==> config.mk <==
export PLATFORM = sky130hd
export DESIGN_NAME = sram_mem_controller_flat
export DESIGN_NICKNAME = d
export VERILOG_FILES = /design/src/rtl/sram_mem_controller_pkg.sv /design/src/rtl/sram_mem_controller_if.sv /design/src/rtl/sram_mem_controller_wait_counter.sv /design/src/rtl/sram_mem_controller.sv /design/src/flat_wrapper.sv
export SDC_FILE = /design/constraint.sdc
export NUM_CORES = 1
export LEC_CHECK = 0
export ABC_AREA = 0
export BUFFER_PORTS_ARGS = -buffer_cell sky130_fd_sc_hd__buf_2
export CAP_MARGIN = 20
export CORE_MARGIN = 2
export CORE_UTILIZATION = 30
export DETAILED_ROUTE_END_ITERATION = 8
export PLACE_DENSITY_LB_ADDON = 0.1
export SYNTH_ARGS = -nofsm -noshare
export SYNTH_HDL_FRONTEND = slang
export SYNTH_SLANG_ARGS = --single-unit
==> constraint.sdc <==
create_clock -name clk -period 8.02 [get_ports clk]
set_input_delay 0.802 -clock clk [delete_from_list [all_inputs] [get_ports clk]]
set_output_delay 0.802 -clock clk [all_outputs]
set_load 0.01 [all_outputs]
==> src/rtl/sram_mem_controller_pkg.sv <==
// Shared definitions for the MEM-stage SRAM controller: FSM states,
// SRAM geometry constants and the byte-address to word-offset helper.
package arm_mem_pkg;

    typedef enum logic [2:0] {
        IDLE,
        ACC_LO,
        ACC_HI,
        WAIT,
        DONE
    } mem_state_e;

    localparam int SRAM_BASE_ADDR = 1024;
    localparam int SRAM_DQ_W      = 16;

    // Word offset from the SRAM base; the shift discards byte-lane bits [1:0].
    function automatic logic [31:0] sram_word_offset(input logic [31:0] address,
                                                      input logic [31:0] base);
        return (address - base) >> 2;
    endfunction

endpackage

==> src/rtl/sram_mem_controller_if.sv <==
// Pipeline-side request/response signals and external SRAM pins of the
// MEM-stage controller, bundled with master (environment) and slave (controller) views.
interface sram_mem_controller_if
    import arm_mem_pkg::*;
#(
    parameter int ADDR_W = 18
);
    logic                 rd_en;
    logic                 wr_en;
    logic [31:0]          address;
    logic [31:0]          write_data;
    logic [31:0]          read_data;
    logic                 ready;
    logic [ADDR_W-1:0]    sram_addr;
    logic [SRAM_DQ_W-1:0] sram_dq_out;
    logic [SRAM_DQ_W-1:0] sram_dq_in;
    logic                 sram_dq_oe;
    logic                 sram_we_n;

    modport master (
        output rd_en, wr_en, address, write_data, sram_dq_in,
        input  read_data, ready, sram_addr, sram_dq_out, sram_dq_oe, sram_we_n
    );

    modport slave (
        input  rd_en, wr_en, address, write_data, sram_dq_in,
        output read_data, ready, sram_addr, sram_dq_out, sram_dq_oe, sram_we_n
    );
endinterface

==> src/rtl/sram_mem_controller_wait_counter.sv <==
// Down-counter that times the post-access wait states; tc flags that the
// current cycle is the last wait cycle.
module sram_wait_counter #(
    parameter int CNT_W = 3
) (
    input  logic             clk,
    input  logic             rst,
    input  logic             clear,
    input  logic             load,
    input  logic [CNT_W-1:0] load_val,
    input  logic             en,
    output logic             tc
);
    logic [CNT_W-1:0] count;

    always_ff @(posedge clk) begin
        if (rst || clear) begin
            count <= '0;
        end else if (load) begin
            count <= load_val;
        end else if (en && (count != '0)) begin
            count <= count - 1'b1;
        end
    end

    assign tc = (count == '0);
endmodule

==> src/rtl/sram_mem_controller.sv <==
// MEM-stage controller: turns a 32-bit load/store into two 16-bit SRAM
// accesses plus fixed wait states, holding ready low until the word completes.
module sram_mem_controller
    import arm_mem_pkg::*;
#(
    parameter int WAIT_CYCLES = 6,
    parameter int ADDR_W      = 18,
    parameter int BASE_ADDR   = SRAM_BASE_ADDR
) (
    input logic                  clk,
    input logic                  rst,
    sram_mem_controller_if.slave bus
);
    // The two access cycles plus DONE account for three of WAIT_CYCLES.
    localparam int WAIT_LEN = WAIT_CYCLES - 3;
    localparam int CNT_W    = (WAIT_CYCLES > 2) ? $clog2(WAIT_CYCLES) : 1;
    localparam logic [CNT_W-1:0] LOAD_VAL = (WAIT_LEN > 0) ? CNT_W'(WAIT_LEN - 1) : '0;

    mem_state_e           state;
    mem_state_e           state_nxt;
    logic [ADDR_W-2:0]    word_q;
    logic [31:0]          wdata_q;
    logic                 is_write_q;
    logic [SRAM_DQ_W-1:0] rd_lo_q;
    logic [31:0]          read_data_q;
    logic [31:0]          word_full;
    logic                 unused_word_bits;
    logic                 request;
    logic                 accept;
    logic                 cnt_load;
    logic                 cnt_en;
    logic                 cnt_clear;
    logic                 cnt_tc;

    assign request          = bus.rd_en | bus.wr_en;
    assign word_full        = sram_word_offset(bus.address, 32'(BASE_ADDR));
    assign unused_word_bits = ^word_full[31:ADDR_W-1];

    always_ff @(posedge clk) begin
        if (rst) begin
            state <= IDLE;
        end else begin
            state <= state_nxt;
        end
    end

    always_comb begin
        state_nxt = state;
        accept    = 1'b0;
        cnt_load  = 1'b0;
        cnt_en    = 1'b0;
        cnt_clear = 1'b0;
        case (state)
            IDLE: begin
                if (request) begin
                    accept    = 1'b1;
                    state_nxt = ACC_LO;
                end
            end
            ACC_LO: state_nxt = ACC_HI;
            ACC_HI: begin
                cnt_load  = 1'b1;
                state_nxt = (WAIT_LEN > 0) ? WAIT : DONE;
            end
            WAIT: begin
                if (cnt_tc) begin
                    state_nxt = DONE;
                end else begin
                    cnt_en = 1'b1;
                end
            end
            DONE: begin
                // A request still held here belongs to the access just finished.
                cnt_clear = 1'b1;
                state_nxt = IDLE;
            end
            default: state_nxt = IDLE;
        endcase
    end

    sram_wait_counter #(
        .CNT_W(CNT_W)
    ) u_wait_counter (
        .clk     (clk),
        .rst     (rst),
        .clear   (cnt_clear),
        .load    (cnt_load),
        .load_val(LOAD_VAL),
        .en      (cnt_en),
        .tc      (cnt_tc)
    );

    always_ff @(posedge clk) begin
        if (accept) begin
            word_q     <= word_full[ADDR_W-2:0];
            wdata_q    <= bus.write_data;
            is_write_q <= bus.wr_en;
        end
        if (state == ACC_LO) begin
            rd_lo_q <= bus.sram_dq_in;
        end
    end

    // The low half is parked so read_data changes only once the whole word is in.
    always_ff @(posedge clk) begin
        if (rst) begin
            read_data_q <= '0;
        end else if ((state == ACC_HI) && !is_write_q) begin
            read_data_q <= {bus.sram_dq_in, rd_lo_q};
        end
    end

    always_comb begin
        bus.sram_addr   = '0;
        bus.sram_dq_out = '0;
        bus.sram_dq_oe  = 1'b0;
        bus.sram_we_n   = 1'b1;
        case (state)
            ACC_LO: begin
                bus.sram_addr = {word_q, 1'b0};
                if (is_write_q) begin
                    bus.sram_dq_out = wdata_q[15:0];
                    bus.sram_dq_oe  = 1'b1;
                    bus.sram_we_n   = 1'b0;
                end
            end
            ACC_HI: begin
                bus.sram_addr = {word_q, 1'b1};
                if (is_write_q) begin
                    bus.sram_dq_out = wdata_q[31:16];
                    bus.sram_dq_oe  = 1'b1;
                    bus.sram_we_n   = 1'b0;
                end
            end
            default: ;
        endcase
    end

    assign bus.read_data = read_data_q;
    assign bus.ready     = ((state == IDLE) && !request) || (state == DONE);
endmodule

==> src/flat_wrapper.sv <==
// flat-port wrapper written by rule: the top's interface ports become plain ports
module sram_mem_controller_flat import arm_mem_pkg::*;
#(
    parameter int WAIT_CYCLES = 6,
    parameter int ADDR_W      = 18,
    parameter int BASE_ADDR   = SRAM_BASE_ADDR
)
  (clk, rst, bus_rd_en, bus_wr_en, bus_address, bus_write_data, bus_sram_dq_in, bus_read_data, bus_ready, bus_sram_addr, bus_sram_dq_out, bus_sram_dq_oe, bus_sram_we_n);
  sram_mem_controller_if #(.ADDR_W(ADDR_W)) bus_i ();
  input logic clk;
  input logic rst;
  input wire logic [$bits(bus_i.rd_en)-1:0] bus_rd_en;
  input wire logic [$bits(bus_i.wr_en)-1:0] bus_wr_en;
  input wire logic [$bits(bus_i.address)-1:0] bus_address;
  input wire logic [$bits(bus_i.write_data)-1:0] bus_write_data;
  input wire logic [$bits(bus_i.sram_dq_in)-1:0] bus_sram_dq_in;
  output wire logic [$bits(bus_i.read_data)-1:0] bus_read_data;
  output wire logic [$bits(bus_i.ready)-1:0] bus_ready;
  output wire logic [$bits(bus_i.sram_addr)-1:0] bus_sram_addr;
  output wire logic [$bits(bus_i.sram_dq_out)-1:0] bus_sram_dq_out;
  output wire logic [$bits(bus_i.sram_dq_oe)-1:0] bus_sram_dq_oe;
  output wire logic [$bits(bus_i.sram_we_n)-1:0] bus_sram_we_n;
  assign bus_i.rd_en = bus_rd_en;
  assign bus_i.wr_en = bus_wr_en;
  assign bus_i.address = bus_address;
  assign bus_i.write_data = bus_write_data;
  assign bus_i.sram_dq_in = bus_sram_dq_in;
  assign bus_read_data = bus_i.read_data;
  assign bus_ready = bus_i.ready;
  assign bus_sram_addr = bus_i.sram_addr;
  assign bus_sram_dq_out = bus_i.sram_dq_out;
  assign bus_sram_dq_oe = bus_i.sram_dq_oe;
  assign bus_sram_we_n = bus_i.sram_we_n;
  sram_mem_controller #(.WAIT_CYCLES(WAIT_CYCLES), .ADDR_W(ADDR_W), .BASE_ADDR(BASE_ADDR)) u_core (.clk(clk), .rst(rst), .bus(bus_i));
endmodule
==> flow_metrics.env <==
export IMPL_crit_arrival_ps=2380
export IMPL_clk_latency_ps=350
export IMPL_drt_iter0_drc=100
export IMPL_overflow=0
export IMPL_crit_fanout=19
export IMPL_place_inst=629
export IMPL_r2r_start="u_core.is_write_q$_DFFE_PP_"
export IMPL_hold_viol=0
export IMPL_yosys_warnings=0
export IMPL_cts_resized=0
export IMPL_crit_buf_inv=1
export IMPL_area_delta_synth_final_pct=29.1
export IMPL_fin_nets=551
export IMPL_grt_antenna_before_repair=0
export IMPL_cts_buffers=9
export IMPL_ys_ff_latch=104
export IMPL_clk_pin_slew_worst_paths_ps=70
export IMPL_grt_use_total=0.130
export IMPL_die_x_um=120
export IMPL_synth_top_cell_area_share=0.494
export IMPL_grt_max_degree=51
export IMPL_synthTopCellsByArea="edfxtp_1, dfxtp_1, nand2_1, a21oi_1, and2_1"
export IMPL_max_slew_margin=0.348
export IMPL_ctsHoldBuffers=0
export IMPL_grt_util_met2=0.203
export IMPL_core_area_um2=13100
export IMPL_slowest_stage="nor2_1"
export IMPL_cp_endpoint="bus_sram_addr[8]"
export IMPL_start_kind="flop"
export IMPL_path_cells="xnor2_1 -> nor2_1 -> and2_1 -> buf_2"
export IMPL_rsz0062_at_grt="no"
export IMPL_fin_setup_tns_ps=0
export IMPL_grt_use_met3=0.0703
export IMPL_clock_fmax_mhz=315
export IMPL_syn_inst=333
export IMPL_skew_ps=7.78
export IMPL_startpoint="u_core.state[0]$_SDFFE_PP0P_"
export IMPL_drc=0
export IMPL_ant_nets=0
export IMPL_endpoint_kind="output pin"
export IMPL_setup_viol=0
export IMPL_slowest_delay_ps=760
export IMPL_wire_per_inst_um=14.1
export IMPL_cts_htree_levels=3
export IMPL_root_buffer="clkbuf_16"
export IMPL_n_antenna_cell=0
export IMPL_tightest_slew_ps=974
export IMPL_cp_num_cells=4
export IMPL_ios=153
export IMPL_n_fill_cell=1324
export IMPL_reg2reg_setup_slack_ps=5890
export IMPL_dr_total_vias=2871
export IMPL_hold_class="flop to flop"
export IMPL_period_minus_slack_ps=3180
export IMPL_yosysUniqueCellTypes=32
export IMPL_critPathRequiredTime_ps=7220
export IMPL_cts_tree="done"
export IMPL_grt_pass1_wl_mm=14.1
export IMPL_ir_drop_uv=177
export IMPL_path_delay_family="simple AND/OR/NAND/NOR gates"
export IMPL_initial_core_util=0.306
export IMPL_crit_type="flop to output pin"
export IMPL_wl_mm=9.07
export IMPL_multiInputGateArea_um2=1140
export IMPL_first_global_vias=2725
export IMPL_r2r_end="u_core.bus.read_data[18]$_SDFFE_PP0P_"
export IMPL_clock_sinks=104
export IMPL_cts_setup_buffers=0
export IMPL_reg2reg_depth=4
export IMPL_synth_top_area_cell="edfxtp_1"
export IMPL_final_max_slew_viol_count=0
export IMPL_drive_gt1_frac=0.343
export IMPL_power_leakage_nw=2.09
export IMPL_globalplace_congestion=0.739
export IMPL_dieArea_um2=14300
export IMPL_synth_fp_nets=420
export IMPL_maxCapViolCount=0
export IMPL_syn_cell_area_um2=4010
export IMPL_grt_busiest_layer="met2"
export IMPL_synth_avg_cell_area_um2=12.1
export IMPL_viasPerCell=4.45
export IMPL_p_per_area_nw_per_um2=245
export IMPL_dpl_hpwl_mm=5.95
export IMPL_finalNonFillerCells=645
export IMPL_met1_usage=0.154
export IMPL_dr_pass1_iters=4
export IMPL_outcome="complete, no violations"
export IMPL_cts_buffer_depth=2
export IMPL_row_count=42
export IMPL_die_height_um=120
export IMPL_utilization=0.394
export IMPL_ys_seq_area_frac=0.683
export IMPL_ff_latch_area_um2=2740
export IMPL_fin_crit_sh=0.396
export IMPL_port_buffers=137
-- cell families (layout without fill, tap and decap cells) --
family                   after synthesis  after routing  share of synthesized area
flip-flops                           104            104                      0.683
XOR/XNOR                               8              8                     0.0175
AO/OA/AOI/OAI                         60             60                     0.0879
AND/OR/NAND/NOR                      130            130                      0.166
adder cells (fa/ha/maj)                3              3                    0.00935
buffers and inverters                 28            164                     0.0365
-- state kept, by name, summed over array words and instances, names as in the netlist --
register / count
u_core.u_wait_counter.count: 3
u_core.bus.read_data: 32
u_core.word_q: 17
u_core.rd_lo_q: 16
u_core.state: 3
u_core.wdata_q: 32
u_core.is_write_q: 1
-- power breakdown --
part           switching [mW]  internal, mW  total [mW]
registers              0.0216         0.626       0.647
logic                  0.0979        0.0691       0.167
clock network           0.188         0.269       0.458
total                   0.308         0.964        1.27
-- through the flow --
step	area, um^2	power [mW]	hold WS (ps)	setup WS [ps]
2_1_floorplan	4010	0.757	471	1860
3_3_place_gp	4840	0.826	439	5190
3_5_place_dp	4870	0.831	444	5190
4_1_cts	5180	1.29	453	4790
5_1_grt	5180	1.34	471	4600
6_report	5180	1.27	450	4840
-- cells in the mapped netlist --
cell and instances:
nor2b_1 16, nand2b_1 4, nor3_1 4, a21oi_1 37, nor4bb_1 1, nor4b_4 1
and2_1 20, a22oi_1 16, or3_1 1, edfxtp_1 66, xor2_1 6, o21ai_0 3
clkbuf_2 1, nor4_1 2, buf_6 4, nor4b_1 1, a221oi_1 1, and4_1 1
nor3b_2 2, xnor2_1 2, nand2_1 66, a2111oi_0 1, a31oi_1 1, clkbuf_1 9
inv_1 6, or4_1 1, nor2_1 9, or4b_1 1, o32ai_1 1, ha_1 3
buf_2 8, dfxtp_1 38
-- cells in the final DEF (no fill, tap or decap), types with 6 or more instances in the layout --
| cell type | synthesis | routed |
|---|---|---|
| a21oi_1 | 37 | 37 |
| a22oi_1 | 16 | 16 |
| and2_1 | 20 | 20 |
| buf_2 | 8 | 137 |
| clkbuf_16 | 0 | 10 |
| dfxtp_1 | 38 | 38 |
| edfxtp_1 | 66 | 66 |
| inv_1 | 6 | 6 |
| nand2_1 | 66 | 66 |
| nor2_1 | 9 | 9 |
| nor2b_1 | 16 | 16 |
| xor2_1 | 6 | 6 |
-- worst min path at each step --
stage,from,endpoint,slack (ps),cells past startpoint
final,u_core.bus.read_data[17]$_SDFFE_PP0P_,u_core.bus.read_data[17]$_SDFFE_PP0P_,450,2
after global routing,u_core.bus.read_data[27]$_SDFFE_PP0P_,u_core.bus.read_data[27]$_SDFFE_PP0P_,470,2
after CTS,u_core.bus.read_data[9]$_SDFFE_PP0P_,u_core.bus.read_data[9]$_SDFFE_PP0P_,450,2
after detailed placement,u_core.bus.read_data[9]$_SDFFE_PP0P_,u_core.bus.read_data[9]$_SDFFE_PP0P_,440,2
after global placement,u_core.bus.read_data[1]$_SDFFE_PP0P_,u_core.bus.read_data[1]$_SDFFE_PP0P_,440,2
after floorplan,u_core.rd_lo_q[0]$_DFFE_PN_,u_core.bus.read_data[0]$_SDFFE_PP0P_,470,2
-- tightest hold or removal path, cell delays in order (launching register included) --
cell and delay [ps]:
dfxtp_1 310, nand2_1 50, a21oi_1 50
-- final cells by class --
class	instances	share of cell area
clock buffers	12	0.0517
clock inverters	4	0.00918
inverters	6	0.00435
multi-input cells	201	0.220
flip-flops and latches	104	0.529
well taps	176	0.0425
repair buffers	142	0.143
-- routing by layer --
| metal | part of all wire | wire [um] | vias to the layer above |
|---|---|---|---|
| met3 | 0.097 | 883 | 9 |
| met2 | 0.47 | 4250 | 99 |
| li1 | - | - | 1427 |
| met4 | 0.012 | 106 | 0 |
| met5 | 0 | 0 | - |
| met1 | 0.42 | 3830 | 1336 |
(Power assumes the default switching activity.)
